**src/rtl/dmem_port_arbiter.sv**
```systemverilog
// rtl/dmem_port_arbiter.sv - shares the data SRAM port between the MEM stage and a host master
module dmem_port_arbiter #(
    parameter int DATA_W   = 64,
    parameter int ADDR_W   = 64,
    parameter int MAX_HOLD = 4,
    parameter int CNT_W    = 3
) (
    input  logic              clk,
    input  logic              arst_n,
    input  logic              cpu_enable,
    input  logic              cpu_req,
    input  logic              cpu_wen,
    input  logic [ADDR_W-1:0] cpu_addr,
    input  logic [DATA_W-1:0] cpu_wdata,
    output logic [DATA_W-1:0] cpu_rdata,
    output logic              cpu_stall,
    input  logic              host_req,
    input  logic              host_wen,
    input  logic [ADDR_W-1:0] host_addr,
    input  logic [DATA_W-1:0] host_wdata,
    output logic              host_ack,
    output logic [DATA_W-1:0] host_rdata,
    output logic [ADDR_W-1:0] mem_addr,
    output logic              mem_wen,
    output logic              mem_ren,
    output logic [DATA_W-1:0] mem_wdata,
    input  logic [DATA_W-1:0] mem_rdata
);

    typedef enum logic {S_NORM = 1'b0, S_HACK = 1'b1} state_t;

    localparam logic [CNT_W-1:0] HOLD_LIM = CNT_W'(MAX_HOLD);

    state_t            state;
    state_t            state_nxt;
    logic [CNT_W-1:0]  wait_cnt;
    logic [DATA_W-1:0] hrd_q;
    logic              creq;
    logic              heq;
    logic              host_grant;
    logic              cpu_grant;

    // Eligibility and single-winner grant: CPU by default, host once it has waited long enough
    always_comb begin
        creq       = cpu_req & cpu_enable;
        heq        = host_req & (state == S_NORM);
        host_grant = heq & (~creq | (wait_cnt >= HOLD_LIM));
        cpu_grant  = creq & ~host_grant;
    end

    // State register
    always_ff @(posedge clk) begin
        if (!arst_n) begin
            state <= S_NORM;
        end else begin
            state <= state_nxt;
        end
    end

    // Next state: a host grant is always followed by exactly one ack cycle
    always_comb begin
        state_nxt = S_NORM;
        if (state == S_NORM && host_grant) begin
            state_nxt = S_HACK;
        end
    end

    // Port mux, stall, ack and host read data; control strobes are held low during reset
    always_comb begin
        mem_addr   = cpu_addr;
        mem_wdata  = cpu_wdata;
        mem_wen    = 1'b0;
        mem_ren    = 1'b0;
        if (host_grant) begin
            mem_addr  = host_addr;
            mem_wdata = host_wdata;
            mem_wen   = host_wen;
            mem_ren   = ~host_wen;
        end else if (cpu_grant) begin
            mem_wen   = cpu_wen;
            mem_ren   = ~cpu_wen;
        end
        cpu_stall  = creq & ~cpu_grant;
        host_ack   = (state == S_HACK);
        host_rdata = (state == S_HACK && !host_wen) ? mem_rdata : hrd_q;
        if (!arst_n) begin
            mem_wen   = 1'b0;
            mem_ren   = 1'b0;
            cpu_stall = 1'b0;
            host_ack  = 1'b0;
        end
    end

    // Load data reaches the pipeline with the same timing as a direct SRAM connection
    assign cpu_rdata = mem_rdata;

    // Host wait counter: counts lost cycles, frozen during the ack cycle
    always_ff @(posedge clk) begin
        if (!arst_n) begin
            wait_cnt <= '0;
        end else if (state == S_NORM) begin
            if (host_grant || !host_req) begin
                wait_cnt <= '0;
            end else if (wait_cnt != HOLD_LIM) begin
                wait_cnt <= wait_cnt + 1'b1;
            end
        end
    end

    // Host read data holding register, captured in the ack cycle of a read
    always_ff @(posedge clk) begin
        if (!arst_n) begin
            hrd_q <= '0;
        end else if (state == S_HACK && !host_wen) begin
            hrd_q <= mem_rdata;
        end
    end

endmodule

```
**config.mk**
```make
export PLATFORM = sky130hd
export DESIGN_NAME = dmem_port_arbiter
export DESIGN_NICKNAME = d
export VERILOG_FILES = /design/src/rtl/dmem_port_arbiter.sv
export SDC_FILE = /design/constraint.sdc
export NUM_CORES = 1
export LEC_CHECK = 0
export BUFFER_PORTS_ARGS = -buffer_cell sky130_fd_sc_hd__buf_2
export CORE_AREA = 2 2 230 232
export CTS_CLUSTER_SIZE = 40
export DETAILED_ROUTE_END_ITERATION = 12
export DIE_AREA = 0 0 232 234
export HOLD_SLACK_MARGIN = 0.1
export PLACE_DENSITY = 0.36
export SYNTH_ARGS = -nofsm -noshare
export SYNTH_HDL_FRONTEND = slang
export SYNTH_SLANG_ARGS = --single-unit
```
**constraint.sdc**
```tcl
create_clock -name clk -period 5.1 [get_ports clk]
set_clock_uncertainty 0.2 [all_clocks]
set_input_delay 0.255 -clock clk [delete_from_list [all_inputs] [get_ports clk]]
set_output_delay 0.255 -clock clk [all_outputs]
set_load 0.01 [all_outputs]
```
* Word-level counts from Yosys, hierarchy flattened
Index checks and enable logic that the tools add are counted. W data, S select, Z words.
Operators by class: eq/ne operators 1, reductions and logical operators 7, muxes and demuxes 14, order comparisons 1, bitwise logic cells 12, add/subtract/negate cells 1
Operator list (number):
- $mux W64 | 3
- $mux W1 | 9
- $mux W3 | 2
- $not A1 Y1 | 6
- $and A1 B1 Y1 | 5
- $add A3 B1 Y3 const B | 1
- $ge A3 B3 Y1 const B | 1
- $ne A3 B3 Y1 const B | 1
- $logic_and A1 B1 Y1 | 2
- $logic_not A1 Y1 | 2
- $reduce_and A2 Y1 | 1
- $reduce_bool A2 Y1 | 1
- $logic_or A1 B1 Y1 | 1
- $or A1 B1 Y1 | 1
Word-level totals: logic and storage cells 39, output and inout port bits 260, register bits 68

* Depth between registers and ports, before layout
depth after elaboration 9, gate-level depth with buffers 6

* Worst setup path before layout
OpenSTA, ideal clock, no wires.
kind register to output, start register state, end output port mem_wdata[57], buffers on the path 3, data required time 4645 ps, arrival time 1386 ps, cell stages (with the launch flop) 7, slack 3259 ps, path through dfxtp_1 -> nand2b_4 -> nand2b_4 -> buf_6 -> buf_6 -> buf_6 -> mux2_4
On the way: longest elaborated chain between the ends 4
Ends and longest elaborated chain:
- from (decl) | line 34 | state_t state;
- from (signal assigned) | line 56 | state <= state_nxt;
- $not A1 Y1
- $and A1 B1 Y1 | line 46 | heq = host_req & (state == S_NORM);
- $and A1 B1 Y1 | line 47 | host_grant = heq & (~creq | (wait_cnt >= HOLD_LIM));
- $mux W64 | line 74 | if (host_grant) begin
- to (decl) | line 26 | output logic [DATA_W-1:0] mem_wdata,
No other way between the ends.

* Worst setup path after layout
start input port cpu_req, end output port mem_wdata[41]
On the way: longest elaborated chain between the ends 5
Ends and longest elaborated chain:
- from (decl) | line 11 | input logic cpu_req,
- $and A1 B1 Y1 | line 45 | creq = cpu_req & cpu_enable;
- $not A1 Y1 | line 47
- $or A1 B1 Y1 | line 47
- $and A1 B1 Y1 | line 47
- $mux W64 | line 74
No other way between the ends.

==> results.cfg <==
[floorplanning]
die_y_um = 234
coreArea_mm2 = 0.05202
io_pins = 587
rows = 84
dieWidth_um = 232
initial_utilization = 0.09897
dieArea_mm2 = 0.05429

[timing]
min_period_ps = 3370
maxSlewHeadroom = 0.2916
tightest_slew_ps = 1063
fin_tns_setup_ps = 0
hold_viol = 0
holdWs_ps = 195.5
max_freq_ghz = 0.2968
rsz0062_at_grt = no
period_share = 0.6607
setup_viol = 0
drv_slew = 0

[clock_tree]
ctsResizeCount = 0
cts_num_sinks = 68
htree_num_levels = 3
clk_pin_slew_ps = 70
clock_latency_ps = 370
cts_tree = done
cts_buffers = 9
cts-root-buf = clkbuf_16
cts_buffer_depth = 2

[grt]
grt_pass1_vias = 5435
gr-total-overflow = 0
grt_max_degree = 73
grt.total_usage = 0.1075
grt_pass1_wl_um = 40190
antenna_found_initial = 3

[route]
wire_per_inst_um = 18.64
first_pass_iters = 4
drc_errors = 0
ant_nets = 0
totalWireLength_um = 31980
dr_total_vias = 5494
drt_iter0_markers = 248
via_per_inst = 3.202

[power_and_ir_drop]
power_uw = 1881
ir_drop_v = 0.0001261
leakage_uw = 0.004902
power_density_mw_per_mm2 = 204.4

[worst_hold_path]
hp-class = in2reg
hold_start = cpu_enable
min_to = wait_cnt[0]$_SDFFE_PN0P_
min_path_cells = 4

[yosys]
postSynthAreaPerCell_um2 = 11.49
synth_nets = 777
ys_ff_latch = 68
synth.cell_area_mm2 = 0.005149
synth.distinct_cells = 25
netlist_instances = 448
yosysWarnings = 0
yosysSeqAreaShare = 0.2644

[cells_and_area]
final_common_cell = buf_2
fin_area_mm2 = 0.009204
layout_common_cells = 586 x buf_2, 116 x mux2_2, 76 x mux2_4, 68 x dfxtp_1, 67 x dlygate4sd3_1
final_util = 0.1769
nets = 1351
fillers = 5851
drive_gt1_frac = 0.7799
areaGrowthSynthToFinish_pct = 78.76

[setup_path]
critical_path.max_stage_delay_ps = 790
reg2reg_depth = 4
required_ps = 4640
worstPathMaxFanout = 72
timing.rr.start = state$_SDFF_PN0_
crit_path_start_kind = primary input
cp_top_family = buffers and inverters
cpMaxStageDelayCell = nand2b_4
critPathBufInv = 4
crit_path_frequent_cell = buf_2
rrSetupSlack_ps = 2870
rr_endpoint = hrd_q[7]$_SDFF_PN0_
crit_path_cell_trace = dlygate4sd3_1 > buf_2 > nand3b_1 > nand2b_4 > buf_12 > mux2_4 > buf_2
critPathKind = in2out
startpoint = cpu_req
end_kind = output port
worstPathArrival_ps = 2910

[placement]
place.gp.congestion = 0.9258
dp_hpwl_um = 27750
port_buffers = 586
place_area_mm2 = 0.008245

[run]
max_cap_viol_count = 0

[run_status]
status = finished clean
flip-flops by register name, indices dropped and copies added, names as in the netlist:
| name | flops |
|---|---|
| hrd_q | 64 |
| wait_cnt | 3 |
| state | 1 |
layer usage:
| layer | wire (um) | part of all wire | vias up | global-route usage |
|---|---|---|---|---|
| li1 | - | - | 2622 | - |
| met1 | 13100 | 0.41 | 2578 | 0.1328 |
| met2 | 15850 | 0.50 | 276 | 0.1793 |
| met3 | 2510 | 0.078 | 18 | 0.03478 |
| met4 | 525 | 0.016 | 0 | 0.02865 |
| met5 | 0 | 0 | - | 0 |
area by class of cell:
cell class,instances,area (um^2),share of cell area
repair buffers,657,3646,0.3961
multi-input cells,282,3033,0.3295
flip-flops and latches,68,1361,0.1479
well taps,688,860.8,0.09353
clock buffers,10,239.0,0.02597
clock inverters,6,46.29,0.005030
inverters,4,15.01,0.001631
diodes,1,2.502,0.0002719
worst max path at each step:
stage / end / slack (ps) / depth (start not counted)
2_1_floorplan: mem_wdata[57] / 3260 / 6
3_3_place_gp: mem_wdata[41] / 2180 / 5
3_5_place_dp: mem_wdata[41] / 2110 / 5
4_1_cts: mem_wdata[41] / 1680 / 5
5_1_grt: mem_wdata[22] / 1560 / 5
6_report: mem_wdata[41] / 1730 / 7
synthesized netlist by cell type:
cell      instances  area share
a21oi_1           1     0.00097
and2_1           65       0.079
buf_2             6      0.0058
buf_4            64       0.093
buf_6             9       0.020
buf_8             7       0.020
clkbuf_1          8      0.0058
dfxtp_1          68        0.26
ha_1              2      0.0049
inv_1             4      0.0029
mux2_2          116        0.25
mux2_4           76        0.22
nand2_1           4      0.0029
nand2b_1          2      0.0024
nand2b_4          2      0.0053
nand3_1           2      0.0019
nand3b_1          3      0.0044
nand4_1           1      0.0012
nor2_1            1     0.00073
nor3_1            1     0.00097
o21ai_0           2      0.0019
o21bai_1          1      0.0015
o22ai_1           1      0.0012
o32ai_1           1      0.0017
or3_1             1      0.0012
metrics by stage:
stage | setup WS, ps | std cells
floorplan | 3260 | 448
global placement | 2181 | 1632
detailed placement | 2113 | 1632
CTS | 1681 | 1715
global route | 1563 | 1716
finish | 1730 | 1716
cell families (layout without fill, tap and decap cells):
family,after synthesis,in the layout,synth area share
mux,192,192,0.4753
buf+inv,98,677,0.1480
simple gates,82,82,0.1001
flops,68,68,0.2644
compound gates,6,6,0.007291
fa+ha+maj,2,2,0.004859
other cells,0,1,0
power by group:
part	total, uW	internal, uW	switching (uW)
sequential	550	546	4.00
combinational	710	373	337
clock	621	346	275
worst reg2reg max path, stage by stage (launching register included):
cell,delay (ps)
dfxtp_1,390
nand2b_4,340
buf_4,550
mux2_2,480
and2_1,150
repair_timing:
item | CTS | global route
hold buffers | 67 | 0
endpoints found under the hold margin | 67 | 0
setup buffers | 0 | 0
Note: power is estimated with default switching activity, not from simulation.
